$ cat src/rtl/ahb_bus_adapter_pkg.sv
// Shared AHB encodings, FSM state constants and transfer decode helpers
// for the AHB-to-generic-bus adapter.
package ahb_bus_adapter_pkg;

    typedef enum logic [1:0] {
        HTRANS_IDLE   = 2'd0,
        HTRANS_BUSY   = 2'd1,
        HTRANS_NONSEQ = 2'd2,
        HTRANS_SEQ    = 2'd3
    } htrans_e;

    typedef enum logic [2:0] {
        HSIZE_BYTE = 3'd0,
        HSIZE_HALF = 3'd1,
        HSIZE_WORD = 3'd2
    } hsize_e;

    typedef enum logic [2:0] {
        HBURST_SINGLE = 3'd0,
        HBURST_INCR   = 3'd1,
        HBURST_WRAP4  = 3'd2,
        HBURST_INCR4  = 3'd3,
        HBURST_WRAP8  = 3'd4,
        HBURST_INCR8  = 3'd5,
        HBURST_WRAP16 = 3'd6,
        HBURST_INCR16 = 3'd7
    } hburst_e;

    typedef logic [1:0] state_t;

    localparam state_t ST_IDLE   = 2'd0;
    localparam state_t ST_ACCESS = 2'd1;
    localparam state_t ST_ERR1   = 2'd2;
    localparam state_t ST_ERR2   = 2'd3;

    // Byte-lane enables for a transfer of the given size at the given low address bits.
    function automatic logic [3:0] strobe_decode(input logic [2:0] size, input logic [1:0] a);
        logic [3:0] s;
        s = '0;
        case (size)
            HSIZE_BYTE: s = 4'b0001 << a;
            HSIZE_HALF: s = a[1] ? 4'b1100 : 4'b0011;
            HSIZE_WORD: s = 4'b1111;
            default:    s = '0;
        endcase
        return s;
    endfunction

    // Beat count for fixed-length bursts; INCR has no defined length and reports 0.
    function automatic logic [7:0] burst_len_decode(input logic [2:0] b);
        logic [7:0] n;
        n = '0;
        case (b)
            HBURST_SINGLE:                n = 8'd1;
            HBURST_WRAP4,  HBURST_INCR4:  n = 8'd4;
            HBURST_WRAP8,  HBURST_INCR8:  n = 8'd8;
            HBURST_WRAP16, HBURST_INCR16: n = 8'd16;
            default:                      n = 8'd0;
        endcase
        return n;
    endfunction

    // 2'b01 marks a wrapping burst, 2'b00 an incrementing (or single) one.
    function automatic logic [1:0] burst_type_decode(input logic [2:0] b);
        return (b == HBURST_WRAP4 || b == HBURST_WRAP8 || b == HBURST_WRAP16) ? 2'b01 : 2'b00;
    endfunction

    // Oversized or misaligned transfers are answered with an ERROR response.
    function automatic logic is_illegal(input logic [2:0] size, input logic [1:0] a);
        return (size > HSIZE_WORD) ||
               (size == HSIZE_HALF && a[0]) ||
               (size == HSIZE_WORD && a != 2'b00);
    endfunction

endpackage

$ cat src/rtl/ahb_bus_adapter.sv
// AHB subordinate that turns accepted address phases into single-cycle
// (stallable) accesses on a simple generic bus, with two-cycle ERROR
// responses for illegal transfers and peripheral errors.
module ahb_bus_adapter
    import ahb_bus_adapter_pkg::*;
#(
    parameter int ADDR_WIDTH = 32,
    parameter int DATA_WIDTH = 32
) (
    input  logic                  CLK,
    input  logic                  nRST,
    input  logic                  HSEL,
    input  logic [ADDR_WIDTH-1:0] HADDR,
    input  logic [1:0]            HTRANS,
    input  logic [2:0]            HSIZE,
    input  logic [2:0]            HBURST,
    input  logic                  HWRITE,
    input  logic [DATA_WIDTH-1:0] HWDATA,
    input  logic                  HREADY,
    output logic                  HREADYOUT,
    output logic                  HRESP,
    output logic [DATA_WIDTH-1:0] HRDATA,
    output logic                  wen,
    output logic                  ren,
    output logic [ADDR_WIDTH-1:0] addr,
    output logic [DATA_WIDTH-1:0] wdata,
    output logic [3:0]            strobe,
    output logic                  is_burst,
    output logic [1:0]            burst_type,
    output logic [7:0]            burst_length,
    output logic                  secure_transfer,
    input  logic [DATA_WIDTH-1:0] rdata,
    input  logic                  error,
    input  logic                  request_stall
);

    state_t                state_q, state_d;
    logic [ADDR_WIDTH-1:0] addr_q;
    logic                  write_q;
    logic [3:0]            strobe_q;
    logic                  is_burst_q;
    logic [1:0]            burst_type_q;
    logic [7:0]            burst_len_q;

    logic accept;
    logic can_accept;
    logic legal;
    logic access_done;

    assign accept      = HSEL && HREADY && (HTRANS == HTRANS_NONSEQ || HTRANS == HTRANS_SEQ);
    assign legal       = !is_illegal(HSIZE, HADDR[1:0]);
    assign access_done = (state_q == ST_ACCESS) && !request_stall && !error;
    // A new address phase is only taken on an edge where this subordinate is itself ready.
    assign can_accept  = (state_q == ST_IDLE) || (state_q == ST_ERR2) || access_done;

    // Next-state selection for the transfer FSM.
    always_comb begin
        state_d = state_q;
        case (state_q)
            ST_IDLE, ST_ERR2: begin
                if (accept) state_d = legal ? ST_ACCESS : ST_ERR1;
                else        state_d = ST_IDLE;
            end
            ST_ACCESS: begin
                if (request_stall)  state_d = ST_ACCESS;
                else if (error)     state_d = ST_ERR1;
                else if (accept)    state_d = legal ? ST_ACCESS : ST_ERR1;
                else                state_d = ST_IDLE;
            end
            ST_ERR1:  state_d = ST_ERR2;
            default:  state_d = ST_IDLE;
        endcase
    end

    // FSM state register with asynchronous active-low reset.
    always_ff @(posedge CLK or negedge nRST) begin
        if (!nRST) state_q <= ST_IDLE;
        else       state_q <= state_d;
    end

    // Capture address-phase controls and burst hints for legal accepted transfers.
    always_ff @(posedge CLK or negedge nRST) begin
        if (!nRST) begin
            addr_q       <= '0;
            write_q      <= 1'b0;
            strobe_q     <= '0;
            is_burst_q   <= 1'b0;
            burst_type_q <= '0;
            burst_len_q  <= '0;
        end else if (accept && can_accept && legal) begin
            addr_q       <= HADDR;
            write_q      <= HWRITE;
            strobe_q     <= strobe_decode(HSIZE, HADDR[1:0]);
            is_burst_q   <= (HBURST != HBURST_SINGLE);
            burst_type_q <= burst_type_decode(HBURST);
            burst_len_q  <= burst_len_decode(HBURST);
        end
    end

    // AHB response signals decoded from the current state.
    always_comb begin
        HREADYOUT = 1'b1;
        HRESP     = 1'b0;
        case (state_q)
            ST_ACCESS: HREADYOUT = access_done;
            ST_ERR1:   begin HREADYOUT = 1'b0; HRESP = 1'b1; end
            ST_ERR2:   begin HREADYOUT = 1'b1; HRESP = 1'b1; end
            default:   begin HREADYOUT = 1'b1; HRESP = 1'b0; end
        endcase
    end

    assign wen             = (state_q == ST_ACCESS) &&  write_q;
    assign ren             = (state_q == ST_ACCESS) && !write_q;
    assign HRDATA          = ren ? rdata : '0;
    assign addr            = addr_q;
    assign wdata           = HWDATA;
    assign strobe          = strobe_q;
    assign is_burst        = is_burst_q;
    assign burst_type      = burst_type_q;
    assign burst_length    = burst_len_q;
    assign secure_transfer = 1'b0;

endmodule

$ cat config.mk
export PLATFORM = sky130hd
export DESIGN_NAME = ahb_bus_adapter
export DESIGN_NICKNAME = d
export VERILOG_FILES = /design/src/rtl/ahb_bus_adapter_pkg.sv /design/src/rtl/ahb_bus_adapter.sv
export SDC_FILE = /design/constraint.sdc
export NUM_CORES = 1
export LEC_CHECK = 0
export BUFFER_PORTS_ARGS = -buffer_cell sky130_fd_sc_hd__buf_2
export CORE_ASPECT_RATIO = 0.5
export CORE_MARGIN = 2
export CORE_UTILIZATION = 37
export CTS_BUF_LIST = sky130_fd_sc_hd__clkbuf_16
export DETAILED_ROUTE_END_ITERATION = 8
export PLACE_DENSITY = 0.81
export SLEW_MARGIN = 20
export SYNTH_ARGS = -nofsm -noshare
export SYNTH_HDL_FRONTEND = slang
export SYNTH_SLANG_ARGS = --single-unit
$ cat constraint.sdc
create_clock -name CLK -period 2.38 [get_ports CLK]
set_clock_uncertainty 0.2 [all_clocks]
set_input_delay 0.476 -clock CLK [delete_from_list [all_inputs] [get_ports CLK]]
set_output_delay 0.476 -clock CLK [all_outputs]
set_load 0.05 [all_outputs]
# --- Word-level counts from Yosys, hierarchy flattened ---
# Index checks and enable logic that the tools add are counted.
word_totals:
  register_bits: 50
  inputBits: 111
op_classes:
  magnitude_cmp: 1
  n_eq_ne: 13
  shifts: 1
  muxes: 12
  n_reduce_logical: 31
ops:
  columns: ["operator", "n"]
  rows:
  - ["$mux W32", 1]
  - ["$pmux W5 S4", 1]
  - ["$eq A3 B3 Y1 const B", 4]
  - ["$pmux W4 S3", 1]
  - ["$logic_and A1 B1 Y1", 10]
  - ["$reduce_or A2 Y1", 5]
  - ["$eq A3 B2 Y1 const B", 3]
  - ["$eq A2 B2 Y1 const B", 4]
  - ["$mux W2", 4]
  - ["$logic_or A1 B1 Y1", 7]
  - ["$logic_not A3 Y1", 2]
  - ["$pmux W2 S3", 1]
  - ["$logic_not A1 Y1", 4]
  - ["$mux W4", 1]
  - ["$shl A1 B2 Y4 const A", 1]
  - ["$eq A3 B1 Y1 const B", 1]
  - ["$gt A3 B2 Y1 const B", 1]
  - ["$reduce_bool A3 Y1", 1]
  - ["$eq A2 B1 Y1 const B", 1]
  - ["$logic_not A2 Y1", 1]
  - ["$mux W1", 2]
  - ["$pmux W1 S2", 1]
  - ["$reduce_bool A2 Y1", 1]

# --- Depth between registers and ports, before layout ---
# Gate-level depths: netlist of the first run.
depth:
  word_depth: 9
  ltp_mapped: 7
  depth_no_buf: 6

# --- Worst setup path after synthesis of the first run ---
# No wires, ideal clock.
synth_timing:
  path_kind: "register to output"
  from: "reg state_q[1]"
  to: "out HRDATA[22]"
  t_arrival_ns: 1.998
  t_required_ns: 1.704
  path_slack_ns: -0.294
  stages_incl_launch_ff: 6
  n_path_buf: 1
  cell_sequence: "dfrtp_1 > inv_1 > ha_1 > nor2b_1 > clkbuf_1 > and2_1"
synth_between:
  elab_chain_cells: 3
synth_lines:
  columns: ["item", "line", "rtl"]
  rows:
  - ["from (decl)", "ahb_bus_adapter.sv:37", "state_t state_q, state_d;"]
  - ["from (signal assigned)", "ahb_bus_adapter.sv:78", "else state_q <= state_d;"]
  - ["$eq A2 B1 Y1", "ahb_bus_adapter.sv:113", "assign ren = (state_q == ST_ACCESS) && !write_q;"]
  - ["$logic_and A1 B1 Y1", "ahb_bus_adapter.sv:113", null]
  - ["net ren", "ahb_bus_adapter.sv:24", "output logic ren,"]
  - ["$mux W32", "ahb_bus_adapter.sv:114", "assign HRDATA = ren ? rdata : '0;"]
  - ["to (decl)", "ahb_bus_adapter.sv:22", "output logic [DATA_WIDTH-1:0] HRDATA,"]
# The timed path passes the listed nets, and every way through them passes these cells.

# --- Worst setup path after layout of the first run ---
layout_timing:
  from: "reg state_q[0]"
  to: "out HREADYOUT"
layout_between:
  elab_chain_cells: 4
  word_cells_on_any_way: 5
layout_lines:
  columns: ["item", "line", "rtl"]
  rows:
  - ["$eq A2 B1 Y1", "ahb_bus_adapter.sv:52, ahb_bus_adapter.sv:104", null]
  - ["$logic_and A1 B1 Y1 (2 in a row)", "ahb_bus_adapter.sv:52", "assign access_done = (state_q == ST_ACCESS) && !request_stall && !error;"]
  - ["$pmux W1 S2 *", "ahb_bus_adapter.sv:104", "case (state_q)"]
  - ["to (decl)", "ahb_bus_adapter.sv:20", "output logic HREADYOUT,"]
# Every way passes the cells marked *; elsewhere a longest branch is shown, timed or not.

==> flow_summary.ini, run 1 <==
[drt]
num_vias = 1960
first_pass_iters = 4
drc = 0
antenna_left = 0
drt_iter0_drc = 128
post_drt_wl_per_cell_um = 14.7
vias_per_cell = 4.54
wirelength_um = 6360

[cells_and_area]
diodes = 0
mostFrequentLayoutCells = buf_2, dfrtp_1, mux2_2, buf_4, and2_1
final_nets = 458
final_common_cell = buf_2
syn_to_final_growth_pct = 39.8
drive_gt1_share_pct = 62.2

[sta]
layout_worst_path_cycle_share_pct = 96.0
grt_setup_unrepaired = no
period_minus_slack_ns = 2.29
max_freq_ghz = 0.438
hold_ws_ns = 0.0773
final-hold-violation-count = 0
worstMarginPinSlew_ns = 0.558
fin_ws_ns = 0.0944
maxSlewHeadroom_pct = 62.8
finalMaxSlewViolations = 0
setup_viol = 0

[critical_path]
ff2ff_path_depth = 5
rr_startpoint = state_q[0]$_DFF_PN0_
arrival_ns = 1.61
crit_required_ns = 1.70
setup.worst_path.class = register to primary output
critPathLaunchType = register
crit_path_end_kind = primary output
rrSetupSlack_ns = 0.27
r2r_end = addr[7]$_DFFE_PN0P_
path_max_fanout = 5

[flow_run]
drv_cap = 0

[yosys]
synth-edff-count = 0
synth.top_cell.area_share_pct = 47.2
syn_avg_cell_area_um2 = 11.0
yosys-top-cells-area = dfrtp_1, mux2_2, buf_4, and2_1, o21ai_0
syn_area_mm2 = 0.00239
yosysTopAreaCell = dfrtp_1
synthArstFlopShare_pct = 100
synthCells = 218
synth_ff_type = dfrtp_1
ys_seq_area_share_pct = 47.2
ys_ff_latch = 45
yosysWarningCount = 0
yosys.cell_types.count = 29

[placement]
io_buffers = 155
hpwlAfterDp_um = 5000
pre_cts_ws_ns = 0.138
globalplace.congestion = 0.767

[floorplanning]
core_mm2 = 0.00616
start_util_pct = 38.8
die_h_um = 60.8
rows = 20
dieArea_mm2 = 0.00715
fp.dieW_um = 118
ioPinCount = 227

[power]
power_density_mw_per_mm2 = 1360
p_leak_nw = 1.80
ir_drop_mv = 0.805
p_comb_share_pct = 55.5
total_power_mw = 4.55
p_int_mw = 2.26
seqPwrFrac_pct = 28.1
switching_share_pct = 50.3
pwr-share-clk_pct = 16.4
power_switching_mw = 2.29

[global_route]
antenna_found_initial = 0
grt-busiest-layer = met2
grt_pass1_wl_um = 9030
grt_remaining_overflow = 0
grt_max_degree = 46
grt_use_met3_pct = 4.98
grt_usage_pct = 16.2
grt_pass1_vias = 1805
grt_use_met2_pct = 28.2
met1_usage_pct = 19.5

[clock_network]
clockBufferDepth = 2
clk_latency_ns = 0.27
cts-root-buf = clkbuf_16
ctsHoldBuffers = 0
post_cts_buffers = 0
htree_levels = 2
cts_tree = done
clock-sinks = 45
cts_buffers = 5
clk_pin_slew_ns = 0.06

[status]
outcome = finished clean

[min_path]
hold_path_class = primary input to async pin
-- metal layers --
layer	vias up	routed length [um]
met3	10	428
met1	942	2520
li1	924	-
met2	84	3320
met4	0	99
met5	-	0
-- repair_timing --
action | CTS | global route
gates cloned | 1 | 0
setup endpoints to repair | 33 | 34
pin swaps | 0 | 0
gates resized for setup | 37 | 11
-- power groups by stage --
stage               logic (mW)  registers (mW)  clock network, mW
finish                    2.53            1.28              0.749
global route              2.63            1.33              0.802
CTS                       2.52            1.28              0.760
detailed placement        2.48            1.28                  0
global placement          2.45            1.26                  0
floorplan                0.860            2.44                  0
-- cells by family (layout without fill, tap and decap cells) --
family / after synthesis / after routing / synth area share, %
AO/OA/AOI/OAI: 23 / 23 / 6.24
buffers and inverters: 50 / 171 / 14.0
adder cells (fa/ha/maj): 3 / 3 / 1.57
other: 1 / 6 / 0.157
flip-flops: 45 / 45 / 47.2
AND/OR/NAND/NOR: 63 / 63 / 15.3
multiplexers: 33 / 33 / 15.6
-- how the worst max path moves through the flow --
stage	startpoint	end	slack [ns]	depth (start not counted)
3_5_place_dp	state_q[1]$_DFF_PN0_	addr[8]$_DFFE_PN0P_	0.14	6
4_1_cts	state_q[1]$_DFF_PN0_	HREADYOUT	-0.02	5
6_report	state_q[0]$_DFF_PN0_	HREADYOUT	0.09	5
5_1_grt	state_q[0]$_DFF_PN0_	HREADYOUT	0.01	5
3_3_place_gp	state_q[1]$_DFF_PN0_	HREADYOUT	0.17	5
2_1_floorplan	state_q[1]$_DFF_PN0_	HRDATA[22]	0.1	5
-- critical path, cell delays in order (launching register included) --
cell and delay (ns):
dfrtp_1 0.42, inv_1 0.08, ha_1 0.24, nor2_1 0.07, or2_2 0.30, buf_2 0.22
-- synth_stat cells, types with 2 or more instances --
library cell,instances
mux2_2,30
clkbuf_1,4
nor2_1,8
nor2b_1,3
inv_1,4
a21oi_1,3
and2_1,33
mux2_1,3
nand2_1,11
buf_2,4
or2_2,2
dfrtp_1,45
o21ai_0,12
nand2b_1,2
buf_4,38
ha_1,3
-- stage by stage --
step                cells  util, %  area, um^2  TNS (ns)
global route          432     54.2        3340         0
global placement      424     49.1        3020         0
detailed placement    424     49.1        3020         0
CTS                   432     53.4        3290   -0.0187
floorplan             223        -        2420         0
finish                432     54.2        3340         0
-- registers in the layout, summed over array words and instances (netlist names) --
register	flops
addr	32
strobe	4
state_q	2
burst_type	1
write_q	1
burst_length	4
is_burst	1
-- cell type report --
cell class,instances,area (um^2)
Multi-Input combinational cell,128,998
Fill cell,566,2820
Inverter,4,15.0
Tap cell,88,110
Timing Repair Buffer,160,927
Clock buffer,5,125
Clock inverter,2,35.0
Sequential cell,45,1130
(Power assumes the default switching activity.)
==> run 2, diff against run 1 <==
Settings changed: RECOVER_POWER set to 100, REMOVE_ABC_BUFFERS set to 1.
Clock period 2.38 ns to 2.4 ns, I/O delays scaled along.
==> run 2 against run 1 <==
  * Non-clock buffer count stayed put
  * Register-to-register slack worse by 0.12 ns
  * Via count is 1.6% higher
  * Sequential share of layout area is 0.54 points higher
  * Hold slack better by 0.11 ns
  * Setup slack worse by 0.039 ns
  * Die area stayed put
  * Clock power is 10% lower
  * First-iteration DRC count is 34% lower
  * Critical endpoint is now HRDATA[17]
  * Largest cell class unchanged
  * Highest routed layer is now met5
==> flow_summary.ini, run 2 (synthesis gave the netlist of run 1 again) <==
[clock_network]
cts_tree = done
post_cts_buffers = 0
clockBufferDepth = 2
ctsHoldBuffers = 0
cts-root-buf = clkbuf_16
clk_pin_slew_ns = 0.06
clock-sinks = 45
cts_buffers = 5
clk_latency_ns = 0.28
htree_levels = 2

[critical_path]
crit_start = state_q[1]$_DFF_PN0_
rr_startpoint = state_q[1]$_DFF_PN0_
crit_required_ns = 1.72
cp_slowest_cell = dfrtp_1
arrival_ns = 1.67
crit_path_max_incr_delay_ns = 0.40
critPathLaunchType = register
setup.worst_path.class = register to primary output
cp_top_family = buffers and inverters
crit_path_end_kind = primary output
cp_num_buf_inv = 3
rrSetupSlack_ns = 0.15
path_cells = inv_1, ha_2, nor2b_4, buf_6, and2_1, buf_4
path_max_fanout = 17

[cells_and_area]
final_nets = 458
finish.utilization_pct = 53.4
fillers = 592
diodes = 0
design_area_mm2 = 0.00328
mostFrequentLayoutCells = buf_2, dfrtp_1, clkbuf_1, and2_1, mux2_2
syn_to_final_growth_pct = 37.6
final_common_cell = buf_2
drive_gt1_share_pct = 47.2
largest_register_ffs = 32

[global_route]
grt_use_met2_pct = 30.0
grt_usage_pct = 18.8
grt-busiest-layer = met2
grt_pass1_vias = 1883
grt_pass1_wl_um = 10100
met1_usage_pct = 20.8
grt_max_degree = 46
grt_use_met3_pct = 11.5
grt_remaining_overflow = 0
antenna_found_initial = 0

[drt]
num_vias = 1991
wirelength_um = 7110
antenna_left = 0
drt_iter0_drc = 84
drc = 0
post_drt_wl_per_cell_um = 16.4
vias_per_cell = 4.60
first_pass_iters = 4

[sta]
final-hold-violation-count = 0
maxSlewHeadroom_pct = 26.8
grt_setup_unrepaired = yes
layout_worst_path_cycle_share_pct = 97.7
fin_setup_tns_ns = 0
period_minus_slack_ns = 2.35
worstMarginPinSlew_ns = 1.10
max_freq_ghz = 0.426
setup_viol = 0
finalMaxSlewViolations = 0

[floorplanning]
start_util_pct = 38.8
core_mm2 = 0.00616
ioPinCount = 227
die_h_um = 60.8
dieArea_mm2 = 0.00715
rows = 20
fp.dieW_um = 118

[flow_run]
drv_cap = 0

[min_path]
min_from = HBURST[0]
hold_path_class = primary input to register

[power]
ir_drop_mv = 0.658
power_density_mw_per_mm2 = 1330
p_leak_nw = 1.64
total_power_mw = 4.37

[status]
outcome = finished clean

[placement]
globalplace.congestion = 0.815
detailed_place.area_mm2 = 0.00301
hpwlAfterDp_um = 5550
io_buffers = 155
-- run 2: changes by cell type in the layout (fill, tap and decap cells not counted), sizes merged --
cell | previous run | this run
buf | 160 | 113
clkbuf | 5 | 52
bufinv | 1 | 0
clkinvlp | 0 | 1
inv | 4 | 5
-- run 2: per-layer routing --
| metal | routed length, um | up-vias | share of wire [%] |
|---|---|---|---|
| li1 | - | 931 | - |
| met1 | 2710 | 922 | 38 |
| met2 | 3380 | 123 | 48 |
| met3 | 842 | 13 | 12 |
| met4 | 90 | 2 | 1.3 |
| met5 | 74 | - | 1.0 |
-- run 2: path summary, 6_finish.rpt --
path,depth (start not counted),endpoint
max in group asynchronous,2,addr[13]$_DFFE_PN0P_
hold / removal,2,burst_type[0]$_DFFE_PN0P_
setup reg to reg,6,addr[14]$_DFFE_PN0P_
setup / recovery,6,HRDATA[17]
min in group asynchronous,2,addr[3]$_DFFE_PN0P_
hold reg to reg,2,burst_length[2]$_DFFE_PN0P_
-- run 2: per-stage QoR --
stage	hold WS (ns)	std cells	worst slack, ns
CTS	0.0932	433	0.00852
detailed placement	0.268	424	0.177
global route	0.200	433	-0.0469
finish	0.191	433	0.0550
floorplan	-0.0156	177	-0.858
global placement	0.258	424	0.200
-- run 2: final cells by class --
type                    count  area (um^2)  area share [%]
clock inverters             3         21.3           0.648
multi-input cells         128          971            29.6
well taps                  88          110            3.35
clock buffers               5          125            3.81
repair buffers            160          916            27.9
inverters                   4         15.0           0.457
flip-flops and latches     45         1130            34.3
-- run 2: power by group --
group	switching (mW)	internal (mW)
Combinational	1.86	0.565
Sequential	0.176	1.10
Clock	0.284	0.387
-- run 2: repair_timing --
| item | CTS | global route |
|---|---|---|
| resized for setup | 21 | 55 |
| endpoints found under the setup margin | 33 | 32 |
| gates cloned | 1 | 0 |
-- run 2: worst register-to-register path, stage by stage (launching register included) --
cell and delay, ns:
dfrtp_1 0.40, inv_1 0.06, ha_2 0.21, nor3b_2 0.28, o221ai_4 0.17, clkbuf_2 0.37, mux2_1 0.44
